$ cat src/rtl/stage_mem.sv
// stage_mem: memory-access stage of the 5-stage LoongArch pipeline.
// Latches execute-stage results, runs the data SRAM req/addr_ok/data_ok
// handshake, aligns and extends load data, and hands results to writeback.
// Optional forwarding outputs are enabled by defining MEM_FWD_EN.
module stage_mem #(
  parameter int WIDTH   = 32,
  parameter int ECODE_W = 6
) (
  input  logic               clk,
  input  logic               resetn,
  input  logic               pipe_tonext_valid_EX,
  input  logic               pipe_valid_MEM,
  input  logic               flush,
  input  logic [WIDTH-1:0]   pc_EX,
  input  logic [WIDTH-1:0]   alu_result,
  input  logic [WIDTH-1:0]   rkd_value,
  input  logic [4:0]         dest,
  input  logic               byte_we,
  input  logic               half_we,
  input  logic               word_we,
  input  logic               signed_we,
  input  logic               res_from_mem,
  input  logic               mem_we,
  input  logic               gpr_we,
  input  logic [ECODE_W-1:0] ecode_EX_m,
  input  logic               EX_ex_ertn,
  output logic               data_sram_req,
  output logic               data_sram_wr,
  output logic [1:0]         data_sram_size,
  output logic [3:0]         data_sram_wstrb,
  output logic [WIDTH-1:0]   data_sram_addr,
  output logic [WIDTH-1:0]   data_sram_wdata,
  input  logic               data_sram_addr_ok,
  input  logic               data_sram_data_ok,
  input  logic [WIDTH-1:0]   data_sram_rdata,
  output logic               mem_done,
  output logic [WIDTH-1:0]   pc_MEM,
  output logic [WIDTH-1:0]   final_result_MEM,
  output logic [4:0]         dest_MEM,
  output logic               gpr_we_MEM,
  output logic [ECODE_W-1:0] ecode_MEM,
  output logic               MEM_ex_ertn
`ifdef MEM_FWD_EN
  ,
  output logic               fwd_valid,
  output logic [4:0]         fwd_dest,
  output logic [WIDTH-1:0]   fwd_data,
  output logic               fwd_load_stall
`endif
);

  typedef enum logic [2:0] {
    S_IDLE,
    S_REQ,
    S_WAIT,
    S_DONE,
    S_CANCEL
  } state_t;

  state_t               state;
  logic                 first_mem;
  logic                 req_q;
  logic                 done_q;
  logic [WIDTH-1:0]     rdata_q;

  logic [WIDTH-1:0]     pc_q;
  logic [WIDTH-1:0]     alu_q;
  logic [WIDTH-1:0]     rkd_q;
  logic [4:0]           dest_q;
  logic                 byte_q;
  logic                 half_q;
  logic                 word_q;
  logic                 signed_q;
  logic                 res_from_mem_q;
  logic                 mem_we_q;
  logic                 gpr_we_q;
  logic [ECODE_W-1:0]   ecode_q;
  logic                 ex_ertn_q;

  logic                 mem_access;
  logic [WIDTH-1:0]     rdata_shifted;
  logic [15:0]          rdata_half;
  logic [WIDTH-1:0]     load_result;

  assign mem_access = pipe_valid_MEM && (res_from_mem_q || mem_we_q)
                      && !ex_ertn_q && !flush;

  // Capture the EX->MEM payload whenever the previous stage hands over.
  always_ff @(posedge clk) begin
    if (!resetn) begin
      pc_q           <= '0;
      alu_q          <= '0;
      rkd_q          <= '0;
      dest_q         <= '0;
      byte_q         <= 1'b0;
      half_q         <= 1'b0;
      word_q         <= 1'b0;
      signed_q       <= 1'b0;
      res_from_mem_q <= 1'b0;
      mem_we_q       <= 1'b0;
      gpr_we_q       <= 1'b0;
      ecode_q        <= '0;
      ex_ertn_q      <= 1'b0;
    end else if (pipe_tonext_valid_EX) begin
      pc_q           <= pc_EX;
      alu_q          <= alu_result;
      rkd_q          <= rkd_value;
      dest_q         <= dest;
      byte_q         <= byte_we;
      half_q         <= half_we;
      word_q         <= word_we;
      signed_q       <= signed_we;
      res_from_mem_q <= res_from_mem;
      mem_we_q       <= mem_we;
      gpr_we_q       <= gpr_we;
      ecode_q        <= ecode_EX_m;
      ex_ertn_q      <= EX_ex_ertn;
    end
  end

  // One-cycle marker that a fresh instruction has just been captured.
  always_ff @(posedge clk) begin
    if (!resetn) begin
      first_mem <= 1'b0;
    end else begin
      first_mem <= pipe_tonext_valid_EX;
    end
  end

  // Bus handshake FSM with registered req/done and load-data capture.
  always_ff @(posedge clk) begin
    if (!resetn) begin
      state   <= S_IDLE;
      req_q   <= 1'b0;
      done_q  <= 1'b0;
      rdata_q <= '0;
    end else begin
      case (state)
        S_IDLE: begin
          if (first_mem) begin
            if (mem_access) begin
              state <= S_REQ;
              req_q <= 1'b1;
            end else begin
              state  <= S_DONE;
              done_q <= 1'b1;
            end
          end
        end
        S_REQ: begin
          if (flush) begin
            // Once addr_ok is seen the response is owed and must be drained.
            state <= data_sram_addr_ok ? S_CANCEL : S_IDLE;
            req_q <= 1'b0;
          end else if (data_sram_addr_ok) begin
            state <= S_WAIT;
            req_q <= 1'b0;
          end
        end
        S_WAIT: begin
          if (data_sram_data_ok) begin
            // A flush coinciding with data_ok has nothing left to drain.
            if (flush) begin
              state <= S_IDLE;
            end else begin
              state  <= S_DONE;
              done_q <= 1'b1;
              if (res_from_mem_q) begin
                rdata_q <= data_sram_rdata;
              end
            end
          end else if (flush) begin
            state <= S_CANCEL;
          end
        end
        S_DONE: begin
          if (pipe_tonext_valid_EX) begin
            state  <= S_IDLE;
            done_q <= 1'b0;
          end
        end
        S_CANCEL: begin
          if (data_sram_data_ok) begin
            state <= S_IDLE;
          end
        end
        default: begin
          state  <= S_IDLE;
          req_q  <= 1'b0;
          done_q <= 1'b0;
        end
      endcase
    end
  end

  assign data_sram_req  = req_q;
  assign mem_done       = done_q;
  assign data_sram_wr   = mem_we_q;
  assign data_sram_addr = alu_q;

  // Access size from the latched width flags; word when nothing is set.
  always_comb begin
    data_sram_size = 2'd2;
    if (word_q) begin
      data_sram_size = 2'd2;
    end else if (half_q) begin
      data_sram_size = 2'd1;
    end else if (byte_q) begin
      data_sram_size = 2'd0;
    end
  end

  // Store data replication and byte strobes; loads drive no strobes.
  always_comb begin
    data_sram_wstrb = '0;
    data_sram_wdata = rkd_q;
    case (data_sram_size)
      2'd0: begin
        data_sram_wdata = {(WIDTH/8){rkd_q[7:0]}};
        if (mem_we_q) begin
          data_sram_wstrb = 4'b0001 << alu_q[1:0];
        end
      end
      2'd1: begin
        data_sram_wdata = {(WIDTH/16){rkd_q[15:0]}};
        if (mem_we_q) begin
          data_sram_wstrb = alu_q[1] ? 4'b1100 : 4'b0011;
        end
      end
      default: begin
        data_sram_wdata = rkd_q;
        if (mem_we_q) begin
          data_sram_wstrb = 4'b1111;
        end
      end
    endcase
  end

  // Load alignment by address offset and sign/zero extension.
  always_comb begin
    rdata_shifted = rdata_q >> {alu_q[1:0], 3'b000};
    rdata_half    = alu_q[1] ? rdata_q[31:16] : rdata_q[15:0];
    case (data_sram_size)
      2'd0:    load_result = {{(WIDTH-8){signed_q & rdata_shifted[7]}},
                              rdata_shifted[7:0]};
      2'd1:    load_result = {{(WIDTH-16){signed_q & rdata_half[15]}},
                              rdata_half};
      default: load_result = rdata_q;
    endcase
  end

  assign pc_MEM           = pc_q;
  assign final_result_MEM = res_from_mem_q ? load_result : alu_q;
  assign dest_MEM         = dest_q;
  assign gpr_we_MEM       = gpr_we_q && !ex_ertn_q;
  assign ecode_MEM        = ecode_q;
  assign MEM_ex_ertn      = pipe_valid_MEM && ex_ertn_q;

`ifdef MEM_FWD_EN
  assign fwd_valid      = pipe_valid_MEM && gpr_we_MEM && (dest_q != 5'd0)
                          && (!res_from_mem_q || state == S_DONE);
  assign fwd_dest       = dest_q;
  assign fwd_data       = final_result_MEM;
  assign fwd_load_stall = pipe_valid_MEM && res_from_mem_q && (state != S_DONE);
`endif

endmodule

$ cat config.mk
export PLATFORM = sky130hd
export DESIGN_NAME = stage_mem
export DESIGN_NICKNAME = d
export VERILOG_FILES = /design/src/rtl/stage_mem.sv
export SDC_FILE = /design/constraint.sdc
export NUM_CORES = 1
export LEC_CHECK = 0
export CAP_MARGIN = 20
export CORE_MARGIN = 5
export CORE_UTILIZATION = 45
export CTS_BUF_LIST = sky130_fd_sc_hd__clkbuf_8
export DETAILED_ROUTE_END_ITERATION = 12
export PLACE_DENSITY = 0.89
export REMOVE_ABC_BUFFERS = 1
export SYNTH_ARGS = -nofsm -noshare
export SYNTH_HDL_FRONTEND = slang
export SYNTH_SLANG_ARGS = --single-unit
$ cat constraint.sdc
create_clock -name clk -period 3 [get_ports clk]
set_input_delay 0.3 -clock clk [delete_from_list [all_inputs] [get_ports clk]]
set_output_delay 0.3 -clock clk [all_outputs]
set_load 0.01 [all_outputs]
==> results.ini <==
[outcome]
status=complete, no violations

[worst_setup_path]
setup.worst_path.start_class=register
worstPathMaxFanout=22
crit_chain=o21ba_2, buf_4, nand3_1, o211ai_1, clkdlybuf4s50_1
critPathMaxStageDelay_ns=0.60
cp.arrival_ns=2.57
cpMaxStageDelayCell=clkdlybuf4s50_1
ff2ff_setup_slack_ns=1.35
critPathKind=reg2out
cp_data_required_time_ns=2.70
crit_path_end_kind=primary output

[layout]
multiInputGateArea_um2=3900
finish.utilization_pct=68.3
drive_above_1_share_pct=8.37
stdcell_area_um2=10900
area_growth_syn_to_layout_pct=48.7
nets=1228
fill_cells=1296
regArea_um2=3060
num_antenna_cells=0

[timing]
fmax_mhz=348
fin_crit_sh_pct=95.7
worst_pin_slew_ns=0.702
skew_ns=0.0140
setup_violations=0
grt_setup_unrepaired=no
setup_slack_ns=0.129
slew_violations=0
finalSetupTns_ns=0
relSlewSlack_pct=53.2
final.min_clock_period_ns=2.87
final_hold_viol_count=0

[clocking]
ctsRootBufferMaster=clkbuf_8
hold_buffers=0
clock_sinks=153
cts.clk_slew.worst_paths_ns=0.09
clock_latency_ns=0.46
clock_path_buffers=2
numCtsBuffers=17
cts.htree.levels=4
cts_tree=built

[power]
ir_drop_v=0.000254
internal_power_mw=3.67
switching_share_pct=27.9
power_mw=5.09
p_clk_share_pct=33.6
pwr-share-seq_pct=44.4
combPwrFrac_pct=22.0
powerDensity_nw_per_um2=467
p_leak_nw=4.23
power_switching_mw=1.42

[min_path]
hold_class=in2reg

[logic_synthesis]
ys_async_sr_fraction_pct=0
ys_seq_area_share_pct=41.8
synth_area_leader_cell=dfxtp_1
yosys_most_used_dff=dfxtp_1
netlist_instances=801
avgSynthCellArea_um2=9.14
syn-cell-area_um2=7320
ys_ff_latch=153
synth_edf_count=0
yosysWarnings=0
synthTopCellsByCount=dfxtp_1, mux2i_1, nor2b_1
synthTopCellsByArea=dfxtp_1, mux2i_1, nor2b_1
synth_top_area_share_pct=41.8
ys_types=50
synth.most_common_cell=dfxtp_1

[placed_design]
hpwlAfterDp_mm=17.6
portBuffers=303
place_area_um2=10400
routabilityCongestion=0.844
dp_slack_ns=0.444

[floorplanning]
start_util_pct=45.9
core_um2=15900
dieHeight_um=138
io_pins=304
die-area_um2=18900
num_rows=46
die_x_um=138

[route]
post_drt_wl_per_cell_um=18.8
ant_nets=0
vias_per_cell=5.14
firstDrtPassIters=5
wirelength_mm=24.5
drcViolationCount=0
vias=6698
drtIter0Drc=315

[grt]
antenna_found_initial=0
grt_pass1_vias=6768
grt_overflow=0
grt_pass1_wl_mm=37.0
grt_start_max_net_pins=135
grt_usage_pct=25.3

[run]
maxCapViolCount=0

## registers in the layout, summed over array words and instances (netlist names), 3 cells and up
register / cells
data_sram_addr: 32
pc_MEM: 32
rdata_q: 32
rkd_q: 32
ecode_MEM: 6
dest_MEM: 5
state: 3
## placed cells by master, fill, tap and decap left out, types with 4 or more instances in the layout
cell type and instances:
a21boi_0 22, mux2_2 15, nor2_1 25, a21boi_1 11, nand2_1 110, nor2b_1 120, clkdlybuf4s50_1 301, a31oi_1 7
nand2b_1 4, o211ai_1 5, clkbuf_8 19, a22oi_1 12, o21a_1 6, nand3_1 9, and2_1 6, o21ai_0 28
dfxtp_1 152, mux2i_1 121, inv_1 6, clkinvlp_4 4, buf_4 17, o21ai_2 11, a21oi_1 33
## routing by layer
layer | up-vias | global-route usage [%] | part of all wire (%)
met5 | - | 0 | 0
met4 | 0 | 9.37 | 3.0
met3 | 44 | 7.49 | 7.5
met2 | 252 | 42.8 | 50
met1 | 3136 | 30.4 | 40
li1 | 3266 | - | -
## path summary, 6_finish.rpt
check	startpoint	endpoint	cells past startpoint
min reg2reg	rdata_q[1]$_SDFFE_PN0P_	rdata_q[1]$_SDFFE_PN0P_	2
min	resetn	mem_done$_SDFFE_PN0P_	3
max reg2reg	res_from_mem_q$_SDFFE_PN0P_	rdata_q[15]$_SDFFE_PN0P_	5
max	half_q$_SDFFE_PN0P_	final_result_MEM[2]	5
## layout make-up
class | count | share of cell area, %
tap | 216 | 2.48
timing repair buffer | 321 | 29.3
sequential | 153 | 28.1
clock inverter | 13 | 1.54
inverter | 7 | 0.241
clock buffer | 19 | 2.40
multi-input combinational | 574 | 35.9
## per-stage QoR
step                hold WS, ns  instances
floorplan                 0.422        734
global placement          0.443       1271
detailed placement        0.449       1271
CTS                       0.174       1303
global route              0.181       1303
finish                    0.201       1303
## power by group through the flow
stage,registers (mW),clock network [mW],logic [mW]
final,2.26,1.71,1.12
after global routing,2.28,1.83,1.20
after CTS,2.26,1.74,1.13
after detailed placement,2.30,0,1.12
after global placement,2.30,0,1.10
after floorplan,2.32,0,0.408
## critical path: cells and delay by family, from the launching register on
| kind | cells | cell delay (ns) |
|---|---|---|
| and+or+nand+nor | 1 | 0.29 |
| DFF | 1 | 0.44 |
| AOI/OAI and AO/OA | 2 | 0.49 |
| buffers and inverters | 2 | 0.90 |
## timing repair
action / 4_1_cts / 5_1_grt
pin swaps: 0 / 0
gates resized for setup: 1 / 1
hold endpoints to repair: 0 / 0
buffers inserted: 0 / 0
endpoints found under the setup margin: 6 / 1
## kinds of logic (layout without fill, tap and decap cells)
| logic type | Yosys count | after routing | synth area share [%] |
|---|---|---|---|
| buffers and inverters | 74 | 360 | 5.04 |
| multiplexers | 137 | 137 | 19.2 |
| AND/OR/NAND/NOR | 287 | 287 | 20.2 |
| AO/OA/AOI/OAI | 150 | 150 | 13.7 |
| flip-flops | 153 | 153 | 41.8 |
Note: power is estimated with default switching activity, not from simulation.
